`src/rtl/multi_cross_bar.sv`:
```
// ============================================================================
// Module   : multi_cross_bar
// Brief    : NM-master / NS-slave request/acknowledge crossbar. Each slave
//            port has its own IDLE/BUSY/RESP engine and arbiter.
// Revision : 1.0 - initial release
// ============================================================================
`default_nettype none

module multi_cross_bar #(
    parameter int NM       = 4,
    parameter int NS       = 2,
    parameter int AW       = 32,
    parameter int DW       = 32,
    parameter int ARB_MODE = 0
) (
    input  logic             clk,
    input  logic             reset,
    input  logic [NM-1:0]    req,
    input  logic [NM*AW-1:0] addr,
    input  logic [NM-1:0]    cmd,
    input  logic [NM*DW-1:0] wdata,
    output logic [NM-1:0]    ack,
    output logic [NM*DW-1:0] rdata,
    output logic [NS-1:0]    slv_req,
    output logic [NS*AW-1:0] slv_addr,
    output logic [NS-1:0]    slv_cmd,
    output logic [NS*DW-1:0] slv_wdata,
    input  logic [NS-1:0]    slv_ack,
    input  logic [NS*DW-1:0] slv_rdata
);

    localparam int MW = (NM > 1) ? $clog2(NM) : 1;
    localparam int SW = $clog2(NS);

    typedef enum logic [1:0] {
        IDLE = 2'd0,
        BUSY = 2'd1,
        RESP = 2'd2
    } state_t;

    logic [NM*SW-1:0] target;
    logic [NS-1:0]    done;
    logic [NS*MW-1:0] grant_all;
    logic [NS*NM-1:0] owned_all;
    logic [NM-1:0]    owned_any;

    for (genvar m = 0; m < NM; m++) begin : g_target
        assign target[m*SW +: SW] = addr[m*AW + AW - 1 -: SW];
    end

    // A master held by any slave (BUSY or RESP) is invisible to every arbiter,
    // so a master that changes its address mid-flight cannot be double-granted.
    always_comb begin
        owned_any = '0;
        for (int s = 0; s < NS; s++) begin
            owned_any = owned_any | owned_all[s*NM +: NM];
        end
    end

    for (genvar s = 0; s < NS; s++) begin : g_slave
        state_t          state;
        state_t          next_state;
        logic [MW-1:0]   ptr;
        logic [MW-1:0]   grant;
        logic [MW-1:0]   winner;
        logic [MW:0]     slot;
        logic            found;
        logic [NM-1:0]   cand;
        logic            req_r;
        logic [AW-1:0]   addr_r;
        logic            cmd_r;
        logic [DW-1:0]   wdata_r;

        always_comb begin
            cand = '0;
            for (int m = 0; m < NM; m++) begin
                cand[m] = req[m] && (target[m*SW +: SW] == SW'(s)) && !owned_any[m];
            end
        end

        // Search order starts at ptr (round-robin) or at 0 (fixed priority).
        always_comb begin
            slot   = '0;
            found  = 1'b0;
            winner = '0;
            for (int i = 0; i < NM; i++) begin
                if (ARB_MODE == 0) begin
                    slot = {1'b0, ptr} + (MW+1)'(i);
                end else begin
                    slot = (MW+1)'(i);
                end
                if (slot >= (MW+1)'(NM)) begin
                    slot = slot - (MW+1)'(NM);
                end
                if (!found && cand[slot[MW-1:0]]) begin
                    found  = 1'b1;
                    winner = slot[MW-1:0];
                end
            end
        end

        always_comb begin
            next_state = state;
            case (state)
                IDLE:    if (found)      next_state = BUSY;
                BUSY:    if (slv_ack[s]) next_state = RESP;
                RESP:                    next_state = IDLE;
                default:                 next_state = IDLE;
            endcase
        end

        always_ff @(posedge clk or posedge reset) begin
            if (reset) begin
                state   <= IDLE;
                ptr     <= '0;
                grant   <= '0;
                req_r   <= 1'b0;
                addr_r  <= '0;
                cmd_r   <= 1'b0;
                wdata_r <= '0;
            end else begin
                state <= next_state;
                if (state == IDLE && found) begin
                    grant   <= winner;
                    req_r   <= 1'b1;
                    addr_r  <= addr[winner*AW +: AW];
                    cmd_r   <= cmd[winner];
                    wdata_r <= wdata[winner*DW +: DW];
                    if (ARB_MODE == 0) begin
                        ptr <= (winner == MW'(NM-1)) ? '0 : winner + 1'b1;
                    end
                end else if (state == BUSY && slv_ack[s]) begin
                    req_r <= 1'b0;
                end
            end
        end

        assign done[s]                = (state == BUSY) && slv_ack[s];
        assign grant_all[s*MW +: MW]  = grant;
        assign owned_all[s*NM +: NM]  = (state != IDLE) ? (NM'(1) << grant) : '0;
        assign slv_req[s]             = req_r;
        assign slv_addr[s*AW +: AW]   = addr_r;
        assign slv_cmd[s]             = cmd_r;
        assign slv_wdata[s*DW +: DW]  = wdata_r;
    end

    // ack lives exactly one cycle: set on the BUSY->RESP edge, cleared on the next.
    always_ff @(posedge clk or posedge reset) begin
        if (reset) begin
            ack   <= '0;
            rdata <= '0;
        end else begin
            ack <= '0;
            for (int s = 0; s < NS; s++) begin
                for (int m = 0; m < NM; m++) begin
                    if (done[s] && grant_all[s*MW +: MW] == MW'(m)) begin
                        ack[m]            <= 1'b1;
                        rdata[m*DW +: DW] <= slv_rdata[s*DW +: DW];
                    end
                end
            end
        end
    end

endmodule

`default_nettype wire
```
`config.mk`:
```
export PLATFORM = sky130hd
export DESIGN_NAME = multi_cross_bar
export DESIGN_NICKNAME = d
export VERILOG_FILES = /design/src/rtl/multi_cross_bar.sv
export SDC_FILE = /design/constraint.sdc
export NUM_CORES = 1
export LEC_CHECK = 0
export ABC_CLOCK_PERIOD_IN_PS = 15500
export CORE_AREA = 5 5 226 228
export DETAILED_ROUTE_END_ITERATION = 10
export DIE_AREA = 0 0 231 233
export HOLD_SLACK_MARGIN = 0.05
export PLACE_DENSITY = 0.66
export SLEW_MARGIN = 20
export SYNTH_ARGS = -nofsm -noshare
export SYNTH_HDL_FRONTEND = slang
export SYNTH_SLANG_ARGS = --single-unit
```
`constraint.sdc`:
```
create_clock -name clk -period 15.5 [get_ports clk]
set_clock_uncertainty 0.15 [all_clocks]
set_input_delay 3.1 -clock clk [delete_from_list [all_inputs] [get_ports clk]]
set_output_delay 3.1 -clock clk [all_outputs]
set_load 0.02 [all_outputs]
```
### After elaboration in Yosys (flattened, before gate mapping)

Index checks and enable logic that the tools add are counted.
W data, S select, Z words.

| operators by class | value |
|---|---|
| bitwise gates (word level) | 5 |
| eq/ne operators | 14 |
| reductions and logical operators | 58 |
| order comparisons | 18 |
| mux-type cells | 74 |
| shift-type cells | 6 |
| add/subtract/negate cells | 16 |

Operator list:

| operator | number |
|---|---|
| $shiftx A128 B8 Y32 | 4 |
| $mux W32 | 8 |
| $mux W2 | 22 |
| $logic_and A1 B1 Y1 | 34 |
| $lt A2 B3 Y1 const B | 10 |
| $mux W1 | 30 |
| $bmux W1 S2 | 10 |
| $ge A3 B3 Y1 const B | 6 |
| $reduce_bool A2 Y1 | 8 |
| $sub A2 B1 Y2 const B | 8 |
| $add A2 B2 Y3 const B | 4 |
| $eq A2 B2 Y1 const B | 6 |
| $logic_not A1 Y1 | 10 |
| $eq A2 B1 Y1 const B | 4 |
| $logic_not A2 Y1 | 4 |
| $mux W4 | 2 |
| $ne A2 B2 Y1 const B | 4 |
| $pmux W2 S2 | 2 |
| $shl A1 B2 Y4 const A | 2 |
| $add A2 B1 Y3 const B | 2 |
| $ge A2 B3 Y1 const B | 2 |
| $add A2 B1 Y2 const B | 2 |
| $not A1 Y1 | 4 |
| $or A4 B4 Y4 | 1 |
| $reduce_and A2 Y1 | 2 |

| storage, ports and cells | value |
|---|---|
| input port bits | 332 |
| output and inout bits | 264 |
| logic and storage cells | 210 |
| flip-flop bits (word level) | 276 |

### Depth between registers and ports, before layout

| logic depth | value |
|---|---|
| depth in word-level cells | 19 |
| gate-level depth with buffers | 11 |
| mapped depth without buffers | 7 |

### Least setup slack after synthesis

Ideal clock, no wire load.

| path | value |
|---|---|
| kind | input -> register |
| from | input req[1] |
| to | register g_slave[1].addr_r[16] |
| slack | 10,640 ps |
| data required time | 15,213 ps |
| library setup time | 137 ps |
| arrival time | 4,573 ps |
| stages | 8 |
| buffers on the path | 2 |
| cell sequence | o221ai_2 > or2_2 > o21ai_1 > buf_2 > clkbuf_1 > a31oi_1 > a211oi_1 > a311oi_2 |

| between the ends | value |
|---|---|
| cells in the longest elaborated chain, start to end | 15 |
| elaborated cells between the ends (all ways) | 26 |
| classes of those cells | 1 x shift; 16 x mux; 9 x reduce/logical |

RTL lines:

| element | line | source |
|---|---|---|
| from (decl) | 18 | `input logic [NM-1:0] req,` |
| $logic_and A1 B1 Y1 (*) (2 in series) | 77 | `cand[m] = req[m] && (target[m*SW +: SW] == SW'(s)) && !owned_any[m];` |
| $bmux W1 S2 | 95 | `if (!found && cand[slot[MW-1:0]]) begin` |
| $mux W1 (implied by the code) | 95 |  |
| $mux W1 | 95 |  |
| $logic_not A1 Y1 | 95 |  |
| $logic_and A1 B1 Y1 | 95 |  |
| $mux W1 | 95 |  |
| $logic_not A1 Y1 | 95 |  |
| $logic_and A1 B1 Y1 | 95 |  |
| $mux W1 | 95 |  |
| $logic_not A1 Y1 | 95 |  |
| $logic_and A1 B1 Y1 | 95 |  |
| $mux W2 or $mux W1 (tied branches) | 95 |  |
| $shiftx A128 B8 Y32 or $logic_and A1 B1 Y1 (tied branches) | 126, 123 |  |
| to (signal assigned) | 126 | `addr_r <= addr[winner*AW +: AW];` |
| to (decl) | 70 | `logic [AW-1:0] addr_r;` |

Mark *: on every way between the ends. The rest lies on a longest branch, timed or not. The select of a mux whose other input is x is not followed.
A chain may end at the register's enable or synchronous reset.

### Final worst setup path

| path | value |
|---|---|
| from | input addr[63] |
| to | register g_slave[1].addr_r[15] |

| between the ends | value |
|---|---|
| cells in the longest elaborated chain, start to end | 15 |
| elaborated cells between the ends (all ways) | 26 |
| classes of those cells | 1 x shift; 16 x mux; 9 x reduce/logical |

RTL lines:

| element | line | source |
|---|---|---|
| from (decl) | 19 | `input logic [NM*AW-1:0] addr,` |
| $logic_and A1 B1 Y1 (*) (2 in series) | 77 |  |
| $bmux W1 S2 | 95 |  |
| $mux W1 (implied by the code) | 95 |  |
| $mux W1 | 95 |  |
| $logic_not A1 Y1 | 95 |  |
| $logic_and A1 B1 Y1 | 95 |  |
| $mux W1 | 95 |  |
| $logic_not A1 Y1 | 95 |  |
| $logic_and A1 B1 Y1 | 95 |  |
| $mux W1 | 95 |  |
| $logic_not A1 Y1 | 95 |  |
| $logic_and A1 B1 Y1 | 95 |  |
| $mux W2 or $mux W1 (tied branches) | 95 |  |
| $shiftx A128 B8 Y32 or $logic_and A1 B1 Y1 (tied branches) | 126, 123 |  |

Marked as above.

==> results.yml <==
sta:
  fin_ws_ns: 8.55
  finalSetupViolCount: 0
  report.final.hold_viol_count: 0
  post-route-min-period_ns: 6.95
  fin_setup_tns_ns: 0
  rsz0062_at_grt: "no"
  tightest_slew_ns: 1.10
  fin_crit_sh_pct: 44.8
  relSlewSlack_pct: 27.0
  fmax_ghz: 0.144
  slew_violations: 0
setup_path:
  critPathTopFamily: "buffers and inverters"
  cp.depth: 9
  critPathKind: "in -> reg"
  startpoint_type: "input port"
  max_stage_delay_ns: 0.87
  cp_common_cell: "buf_4"
  cp_cell_sequence: "clkdlybuf4s50_1, inv_1, or2_2, o21ai_4, buf_4, and3_4, buf_4, a211oi_1, a311oi_2"
  worst-path-max-fanout: 72
  endpoint_kind: "flop"
  r2r-end: "g_slave[1].addr_r[15]"
  ff2ff_setup_slack_ns: 10.75
  required_ns: 15.80
  cp_num_buf_inv: 4
  cp_slowest_cell: "and3_4"
  r2r-start: "g_slave[0].grant[1]"
  arrival_ns: 7.24
  reg2reg_depth: 9
clock_tree:
  holdBufCountCts: 0
  cts_setup_buffers: 0
  cts_max_level: 2
  cts.clk_slew.worst_paths_ns: 0.06
  clk_path_buf_depth: 3
  cts_made_buffers: 35
  cts_root_buf: "clkbuf_16"
  cts_tree: "built"
  cts.sinks: 276
  clock_latency_ns: 0.56
  cts.repair.resized: 0
finish:
  post-route-util_pct: 48.2
  areaGrowthSynthToFinish_pct: 45.7
  drive_above_1_share_pct: 9.86
  stdcell_count: 2925
  fin_area_mm2: 0.0235
  final_nets: 2597
worst_hold_path:
  hold_start: "g_slave[0].req_r"
  holdPathEnd: "g_slave[0].req_r"
  min_path_type: "reg -> reg"
  hold_depth: 2
route:
  routed_wl_um: 74600
  drt_iter0_drc: 1587
  ant_nets: 0
  drc: 0
  vias_per_cell: 5.75
  vias: 16800
  wl_per_cell_um: 25.5
  dr.pass1.iters: 6
synth:
  synth_seq_area_share_pct: 42.9
  synth_area_mm2: 0.0161
  yosysWarnings: 0
  syn_avg_cell_area_um2: 9.05
  synth-seq-cells: 276
  syn_inst: 1780
  synth_nets: 2112
  yosys.cell_types.count: 51
placed_design:
  gp_congestion: 0.938
  dp_hpwl_um: 50800
  preCtsSetupSlack_ns: 8.08
  port_buffers: 595
  place_area_mm2: 0.0223
  place_inst: 2850
grt:
  grt.busiest_layer: "met2"
  gr-usage-met2_pct: 43.2
  grt-ovfl-total: 0
  grt_pass1_wl_um: 109000
  grt_antenna_before_repair: 15
  met1_usage_pct: 32.3
  gr-usage-met3_pct: 8.24
  track_usage_pct: 26.2
  first_global_vias: 16800
  grt_max_degree: 157
die:
  rows: 81
  design.die.area_mm2: 0.0538
  initial_utilization_pct: 33.1
  core_area_mm2: 0.0486
  die_w_um: 231
  die_h_um: 233
  ios: 596
status:
  outcome: "finished clean"
pwr:
  ir_drop_v: 0.000110
  power.leakage_nw: 9.40
  cellPowerDensity_mw_per_mm2: 210
run:
  cap_violations: 0
synth_stat cells, drive strengths merged:
cell      n  area, um2
nand2   328       1230
dfrtp   276       6910
nor2    204        768
a211oi  131       1210
mux2i   130       1300
a31oi   128        801
a311oi  126       1480
buf     107        639
o21ai    74        374
inv      73        274
a21oi    69        345
clkbuf   67        251
nand3     7       40.0
nor3      6       45.0
and2      5       33.8
or2       5       31.3
nand2b    4       32.5
nand3b    4       30.0
and3      3       18.8
o211ai    3       22.5
o21bai    3       26.3
or3       3       18.8
a22oi     2       25.0
nand4     2       12.5
nor2b     2       12.5
nor4      2       12.5
nor4b     2       17.5
o311a     2       20.0
o31a      2       17.5
xnor2     2       17.5
a21o      1       7.51
mux2      1       11.3
nor3b     1       7.51
o221a     1       20.0
o221ai    1       15.0
o22ai     1       6.26
o31ai     1       7.51
o41ai     1       8.76
sequential cells by signal (all words and copies together) (netlist names):
name and cells:
ack 4, g_slave.addr_r 64, g_slave.cmd_r 2, g_slave.grant 4, g_slave.ptr 4, g_slave.req_r 2, g_slave.state 4, g_slave.wdata_r 64
rdata 128
cell type report:
type	count	area [um2]
Clock buffer	51	1030
Inverter	73	282
Sequential cell	276	6910
Clock inverter	12	155
Multi-Input combinational cell	1257	8120
Fill cell	4625	25200
Tap cell	622	778
Antenna cell	12	30.0
Timing Repair Buffer	622	6170
placed cells by master (no fill, tap or decap), types with 9 or more instances in the layout:
cell type	instances
clkdlybuf4s50_1	595
nand2_1	328
dfrtp_1	276
nor2_1	203
mux2i_1	130
a31oi_1	128
a211oi_1	85
inv_1	72
a21oi_1	69
a311oi_1	66
a311oi_2	60
o21ai_0	54
a211oi_2	46
clkbuf_16	35
buf_4	26
o21ai_1	17
diode_2	12
clkbuf_8	9
power breakdown:
part           leakage, nW  internal, mW  switching [mW]  total [mW]
Sequential            3.19          1.09           0.244        1.33
Clock                0.572         0.498           0.354       0.852
Combinational         5.64          1.14            1.61        2.74
Total                 9.40          2.72            2.21        4.93
how the worst max path moves through the flow:
stage | startpoint | endpoint | slack (ns)
final | addr[63] | g_slave[1].addr_r[15] | 8.55
after global routing | req[1] | g_slave[1].addr_r[20] | 8.42
after CTS | addr[63] | g_slave[1].addr_r[15] | 8.63
after detailed placement | addr[63] | g_slave[1].addr_r[15] | 8.08
after global placement | addr[63] | g_slave[1].addr_r[27] | 8.16
after floorplan | reset | ack[0] | 4.64
worst register-to-register path: stages, from the launching register on:
cell and delay [ns]:
dfrtp_1 0.59, o21bai_2 0.23, o221ai_2 0.19, or2_2 0.35, o21ai_4 0.14, buf_4 0.68
and3_4 0.89, buf_4 0.89, a211oi_1 0.27, a311oi_2 0.29
kinds of logic (layout without fill, tap and decap cells):
family / count (synthesis) / in the layout / share of synthesized area, %
and+or+nand+nor: 578 / 578 / 14.4
AOI/OAI and AO/OA: 546 / 546 / 27.3
DFF: 276 / 276 / 42.9
buffers and inverters: 247 / 758 / 7.23
muxes: 131 / 131 / 8.15
xor gates and xnor gates: 2 / 2 / 0.109
other: 0 / 12 / 0
per-stage QoR:
stage,power (mW),hold WS [ns]
floorplan,2.84,0.298
global placement,4.03,0.313
detailed placement,4.08,0.319
CTS,4.95,0.336
global route,5.17,0.355
finish,4.93,0.326
per-layer routing:
| metal | part of all wire, % | vias to the layer above |
|---|---|---|
| met2 | 48 | 1014 |
| met4 | 3.8 | 10 |
| met1 | 37 | 8189 |
| li1 | - | 7401 |
| met3 | 11 | 202 |
| met5 | 0.095 | - |
No activity file was read; power rests on OpenSTA's default activity.
